===== src/rtl/dfm_pkg.sv =====
// Shared defaults and types for the measure result path.
// Imported by the write arbiter and its round-robin helper.
package dfm_pkg;

  localparam int N_CH_DEF   = 5;
  localparam int DATA_W_DEF = 64;

  typedef logic [DATA_W_DEF-1:0] meas_data_t;
  typedef logic [2:0]            ch_idx_t;

endpackage


===== src/rtl/rr_arbiter.sv =====
// Combinational round-robin arbiter.
// Searches last+1, last+2, ... modulo N for the first request.
module rr_arbiter #(
  parameter  int N  = 5,
  localparam int IW = $clog2(N)
) (
  input  logic [N-1:0]  req_i,
  input  logic [IW-1:0] last_i,
  output logic          gnt_vld_o,
  output logic [IW-1:0] gnt_idx_o
);

  always_comb begin
    int j;
    j         = 0;
    gnt_vld_o = 1'b0;
    gnt_idx_o = '0;
    for (int i = 1; i <= N; i++) begin
      j = (int'(last_i) + i) % N;
      if (!gnt_vld_o && req_i[j]) begin
        gnt_vld_o = 1'b1;
        gnt_idx_o = IW'(j);
      end
    end
  end

endmodule


===== src/rtl/meas_wr_arbiter.sv =====
// Serialises per-channel measure results into one regfile write port.
// One-deep holding slot per channel, round-robin issue, sticky overruns.
module meas_wr_arbiter
  import dfm_pkg::*;
#(
  parameter  int N_CH   = N_CH_DEF,
  parameter  int DATA_W = DATA_W_DEF,
  localparam int CH_W   = $clog2(N_CH)
) (
  input  logic                         clk_i,
  input  logic                         rst_i,
  input  logic [N_CH-1:0]              meas_vld_i,
  input  logic [N_CH-1:0][DATA_W-1:0]  meas_data_i,
  input  logic                         ovf_clr_i,
  output logic                         reg_wr_en_o,
  output logic [DATA_W-1:0]            reg_wr_data_o,
  output logic [CH_W-1:0]              reg_wr_ch_o,
  output logic [N_CH-1:0]              ovf_o,
  output logic                         busy_o
);

  logic [N_CH-1:0]             pend_q, pend_d;
  logic [N_CH-1:0][DATA_W-1:0] hold_q, hold_d;
  logic [CH_W-1:0]             last_q, last_d;
  logic                        wr_en_q, wr_en_d;
  logic [DATA_W-1:0]           wr_data_q, wr_data_d;
  logic [CH_W-1:0]             wr_ch_q, wr_ch_d;
  logic [N_CH-1:0]             ovf_q, ovf_d;
  logic                        busy_q, busy_d;

  logic                        gnt_vld;
  logic [CH_W-1:0]             gnt_idx;
  logic [N_CH-1:0]             gnt_oh;

  rr_arbiter #(.N(N_CH)) u_rr (
    .req_i     (pend_q),
    .last_i    (last_q),
    .gnt_vld_o (gnt_vld),
    .gnt_idx_o (gnt_idx)
  );

  always_comb begin
    gnt_oh = '0;
    for (int c = 0; c < N_CH; c++) begin
      gnt_oh[c] = gnt_vld && (gnt_idx == CH_W'(c));
    end
  end

  // A strobe on the granted channel reloads the slot; not an overrun.
  always_comb begin
    pend_d = pend_q;
    hold_d = hold_q;
    ovf_d  = ovf_clr_i ? '0 : ovf_q;
    for (int c = 0; c < N_CH; c++) begin
      if (meas_vld_i[c]) begin
        hold_d[c] = meas_data_i[c];
        pend_d[c] = 1'b1;
        if (pend_q[c] && !gnt_oh[c]) begin
          ovf_d[c] = 1'b1;
        end
      end else if (gnt_oh[c]) begin
        pend_d[c] = 1'b0;
      end
    end
    busy_d = |pend_d;
  end

  always_comb begin
    wr_en_d   = gnt_vld;
    wr_data_d = wr_data_q;
    wr_ch_d   = wr_ch_q;
    last_d    = last_q;
    if (gnt_vld) begin
      wr_data_d = hold_q[gnt_idx];
      wr_ch_d   = gnt_idx;
      last_d    = gnt_idx;
    end
  end

  always_ff @(posedge clk_i or posedge rst_i) begin
    if (rst_i) begin
      pend_q    <= '0;
      hold_q    <= '0;
      last_q    <= CH_W'(N_CH - 1);
      wr_en_q   <= 1'b0;
      wr_data_q <= '0;
      wr_ch_q   <= '0;
      ovf_q     <= '0;
      busy_q    <= 1'b0;
    end else begin
      pend_q    <= pend_d;
      hold_q    <= hold_d;
      last_q    <= last_d;
      wr_en_q   <= wr_en_d;
      wr_data_q <= wr_data_d;
      wr_ch_q   <= wr_ch_d;
      ovf_q     <= ovf_d;
      busy_q    <= busy_d;
    end
  end

  assign reg_wr_en_o   = wr_en_q;
  assign reg_wr_data_o = wr_data_q;
  assign reg_wr_ch_o   = wr_ch_q;
  assign ovf_o         = ovf_q;
  assign busy_o        = busy_q;

endmodule


===== config.mk =====
export PLATFORM = sky130hd
export DESIGN_NAME = meas_wr_arbiter
export DESIGN_NICKNAME = d
export VERILOG_FILES = /design/src/rtl/dfm_pkg.sv /design/src/rtl/rr_arbiter.sv /design/src/rtl/meas_wr_arbiter.sv
export SDC_FILE = /design/constraint.sdc
export NUM_CORES = 1
export LEC_CHECK = 0
export ABC_AREA = 1
export BUFFER_PORTS_ARGS = -buffer_cell sky130_fd_sc_hd__buf_2
export CAP_MARGIN = 25
export CORE_MARGIN = 5
export CORE_UTILIZATION = 51
export CTS_BUF_LIST = sky130_fd_sc_hd__clkbuf_8
export DETAILED_ROUTE_END_ITERATION = 8
export PLACE_DENSITY = 0.78
export SYNTH_ARGS = -nofsm -noshare
export SYNTH_HDL_FRONTEND = slang
export SYNTH_SLANG_ARGS = --single-unit

===== constraint.sdc =====
create_clock -name clk_i -period 13.2 [get_ports clk_i]
set_input_delay 1.32 -clock clk_i [delete_from_list [all_inputs] [get_ports clk_i]]
set_output_delay 1.32 -clock clk_i [all_outputs]
set_load 0.01 [all_outputs]

==> results.sh <==
export IMPL_outcome="finished clean"
export IMPL_place_gp_congestion=0.891
export IMPL_clk_insertion_delay_late_ps=630
export IMPL_gr_total_overflow=0
export IMPL_drt_iter0_markers=1362
export IMPL_holdPathStages=2
export IMPL_startpoint_type="flop"
export IMPL_seqCellArea_um2=10000
export IMPL_worstReg2RegEnd="reg_wr_data_o[62]$_DFFE_PP0P_"
export IMPL_ctsResizeCount=0
export IMPL_ys_seq_area_share_pct=53.3
export IMPL_ys_warn_count=0
export IMPL_ant_nets=0
export IMPL_fin_area_um2=22300
export IMPL_drt_first_pass_iters=5
export IMPL_remaining_drc_errors=0
export IMPL_critPathArrivalTime_ps=6830
export IMPL_die_width_um=202
export IMPL_synthDistinctLibCells=44
export IMPL_skew_ps=23.4
export IMPL_die_y_um=202
export IMPL_layout_common_cells="nand2_1 (1186), dfrtp_1 (399), buf_2 (399)"
export IMPL_cts_root_buf="clkbuf_8"
export IMPL_start_util_pct=51.5
export IMPL_multi_input_area_um2=7480
export IMPL_worstReg2RegStart="last_q[0]$_DFFE_PP0P_"
export IMPL_required_ps=13740
export IMPL_synthCells=2392
export IMPL_hold_class="flop to flop"
export IMPL_cp_end_kind="flop"
export IMPL_worst_slew_pin_slew_ps=1000
export IMPL_relSlewSlack_pct=33.3
export IMPL_reg2regPathDepth=27
export IMPL_num_vias=17400
export IMPL_yosys_top_cells_area="dfrtp_1 (53%), nand2_1 (24%), nand3_1 (4.5%)"
export IMPL_cts_tree="yes"
export IMPL_fmax_mhz=159
export IMPL_syn2layout_area_growth_pct=18.8
export IMPL_port_buffers=401
export IMPL_crit_type="flop to flop"
export IMPL_drt_total_wl_mm=60.0
export IMPL_post_cts_buffers=0
export IMPL_numClockSinks=400
export IMPL_placed_area_um2=21000
export IMPL_wl_per_cell_um=18.3
export IMPL_finalSetupViolCount=0
export IMPL_synth_area_per_cell_um2=7.85
export IMPL_io_pins=402
export IMPL_drive_gt1_share_pct=20.7
export IMPL_antenna_found_initial=3
export IMPL_dpl_hpwl_mm=39.8
export IMPL_hold_buffers=0
export IMPL_grt_pass1_wl_mm=94.7
export IMPL_yosys_area_top_type_share_pct=53.2
export IMPL_finalCriticalPeriod_ps=6290
export IMPL_crit_fanout=67
export IMPL_die_area_um2=40700
export IMPL_cts_buffers=70
export IMPL_netlist_area_um2=18800
export IMPL_grt_usage_pct=28.9
export IMPL_synth_fp_nets=2741
export IMPL_r2r_slack_ps=6910
export IMPL_vias_per_cell=5.32
export IMPL_fin_setup_tns_ps=0
export IMPL_finalCritPeriodShare_pct=47.6
export IMPL_synth_top_area_cell="dfrtp_1"
export IMPL_ys_ff_latch=400
export IMPL_grt_max_degree=182
export IMPL_nFillCells=3273
export IMPL_max_cap_violations=0
export IMPL_rows=70
export IMPL_cts_max_path_buffers=3
export IMPL_cts_max_level=3
export IMPL_core_area_um2=36400
export IMPL_clk_pin_slew_worst_paths_ps=60
export IMPL_min_to="hold_q[29]$_DFFE_PP0P_"
export IMPL_slew_violations=0
export IMPL_hp_start="hold_q[29]$_DFFE_PP0P_"
export IMPL_finalHoldViolations=0
export IMPL_layout_nets=3105
export IMPL_grt_pass1_vias=17800
export IMPL_grt_setup_unrepaired="no"
export IMPL_final_common_cell="nand2_1"
## metal layers
layer	global-route usage, %	vias up	share of wire (%)
met5	0	-	0.045
met4	10.4	4	3.3
met3	5.63	134	8.3
met2	47.6	807	47
met1	38.6	8281	41
li1	-	8174	-
## layout make-up
type                    count  share of cell area (%)
well taps                 468                    2.63
flip-flops and latches    400                    44.9
diodes                      1                  0.0112
multi-input cells        1676                    33.5
clock inverters            38                   0.831
repair buffers            421                    10.0
inverters                 187                    3.19
clock buffers              79                    4.88
## cells in the mapped netlist
cell / number
buf_6: 8
xor2_2: 1
o21a_1: 1
nand3_4: 1
inv_1: 178
nand3_1: 167
dfrtp_1: 399
nor3_1: 2
nand2_4: 1
o21ai_0: 135
clkinv_1: 1
o21ai_2: 4
xnor2_1: 1
nand2_2: 21
o22ai_1: 5
or2_2: 1
inv_4: 1
a21boi_1: 1
o21ai_4: 2
nor2_2: 3
nand3b_1: 1
or2_0: 1
nor2_1: 19
nand4_1: 8
nor2_8: 2
o211ai_1: 2
dfstp_2: 1
o21a_2: 1
xor2_1: 2
clkbuf_1: 68
a21oi_2: 4
o21ai_1: 2
buf_1: 17
a22oi_1: 64
inv_2: 7
buf_4: 8
nand2_1: 1187
nand3_2: 7
ha_1: 21
nand4_4: 1
buf_2: 28
or2_1: 1
nand4_2: 1
a21oi_1: 6
## how the worst max path moves through the flow
stage                                     start                            end  slack [ps]  depth (start not counted)
after floorplan                           rst_i               busy_o$_DFF_PP0_         760                          1
after global placement    last_q[0]$_DFFE_PP0P_               busy_o$_DFF_PP0_        6930                         26
after detailed placement  last_q[0]$_DFFE_PP0P_  reg_wr_data_o[62]$_DFFE_PP0P_        6950                         27
after CTS                 last_q[0]$_DFFE_PP0P_  reg_wr_data_o[62]$_DFFE_PP0P_        6920                         27
after global routing      last_q[0]$_DFFE_PP0P_  reg_wr_data_o[59]$_DFFE_PP0P_        6240                         27
final                     last_q[0]$_DFFE_PP0P_  reg_wr_data_o[62]$_DFFE_PP0P_        6910                         27
## through the flow
step	cells	hold slack [ps]	setup WS [ps]	utilization, %
floorplan	2392	442	757	-
global placement	3148	454	6930	57.4
detailed placement	3149	458	6950	57.5
CTS	3266	473	6920	61.0
global route	3269	483	6240	61.2
finish	3270	468	6910	61.2
## critical path, stage by stage (launching register included)
cell and delay [ps]:
dfrtp_1 730, clkinv_1 510, ha_1 770, inv_1 260, ha_1 260, inv_1 50
ha_1 210, nor2_1 110, nand2_1 60, nand2_1 140, nand2_1 90, nand2_1 100
nand4_1 130, or2_1 270, nand2_2 130, nand2_1 70, nand2_1 60, nand2_1 60
nand3_2 100, nand2_1 100, o21ai_4 110, buf_4 680, nand2_4 100, inv_4 670
nand2_1 110, nand3_1 130, nand2_1 90, nand2_1 80
## state kept, by name (all words and copies together), names as in the netlist
| register | count |
|---|---|
| hold_q | 320 |
| reg_wr_data_o | 64 |
| ovf_o | 5 |
| pend_q | 5 |
| last_q | 3 |
| busy_o | 1 |
| reg_wr_ch_o | 1 |
| reg_wr_en_o | 1 |
## logic make-up (layout without fill, tap and decap cells)
family / after synthesis / count (layout) / synth area share, %
other: 0 / 1 / 0
AO/OA/AOI/OAI: 227 / 227 / 7.29
XOR/XNOR: 4 / 4 / 0.227
flip-flops: 400 / 400 / 53.3
adder cells (fa/ha/maj): 21 / 21 / 1.40
AND/OR/NAND/NOR: 1424 / 1424 / 30.7
buffers and inverters: 316 / 725 / 7.00
Power is left out: the tool's default activity adds up to more than one toggle a clock period on the data nets, which glitch-free logic cannot reach.
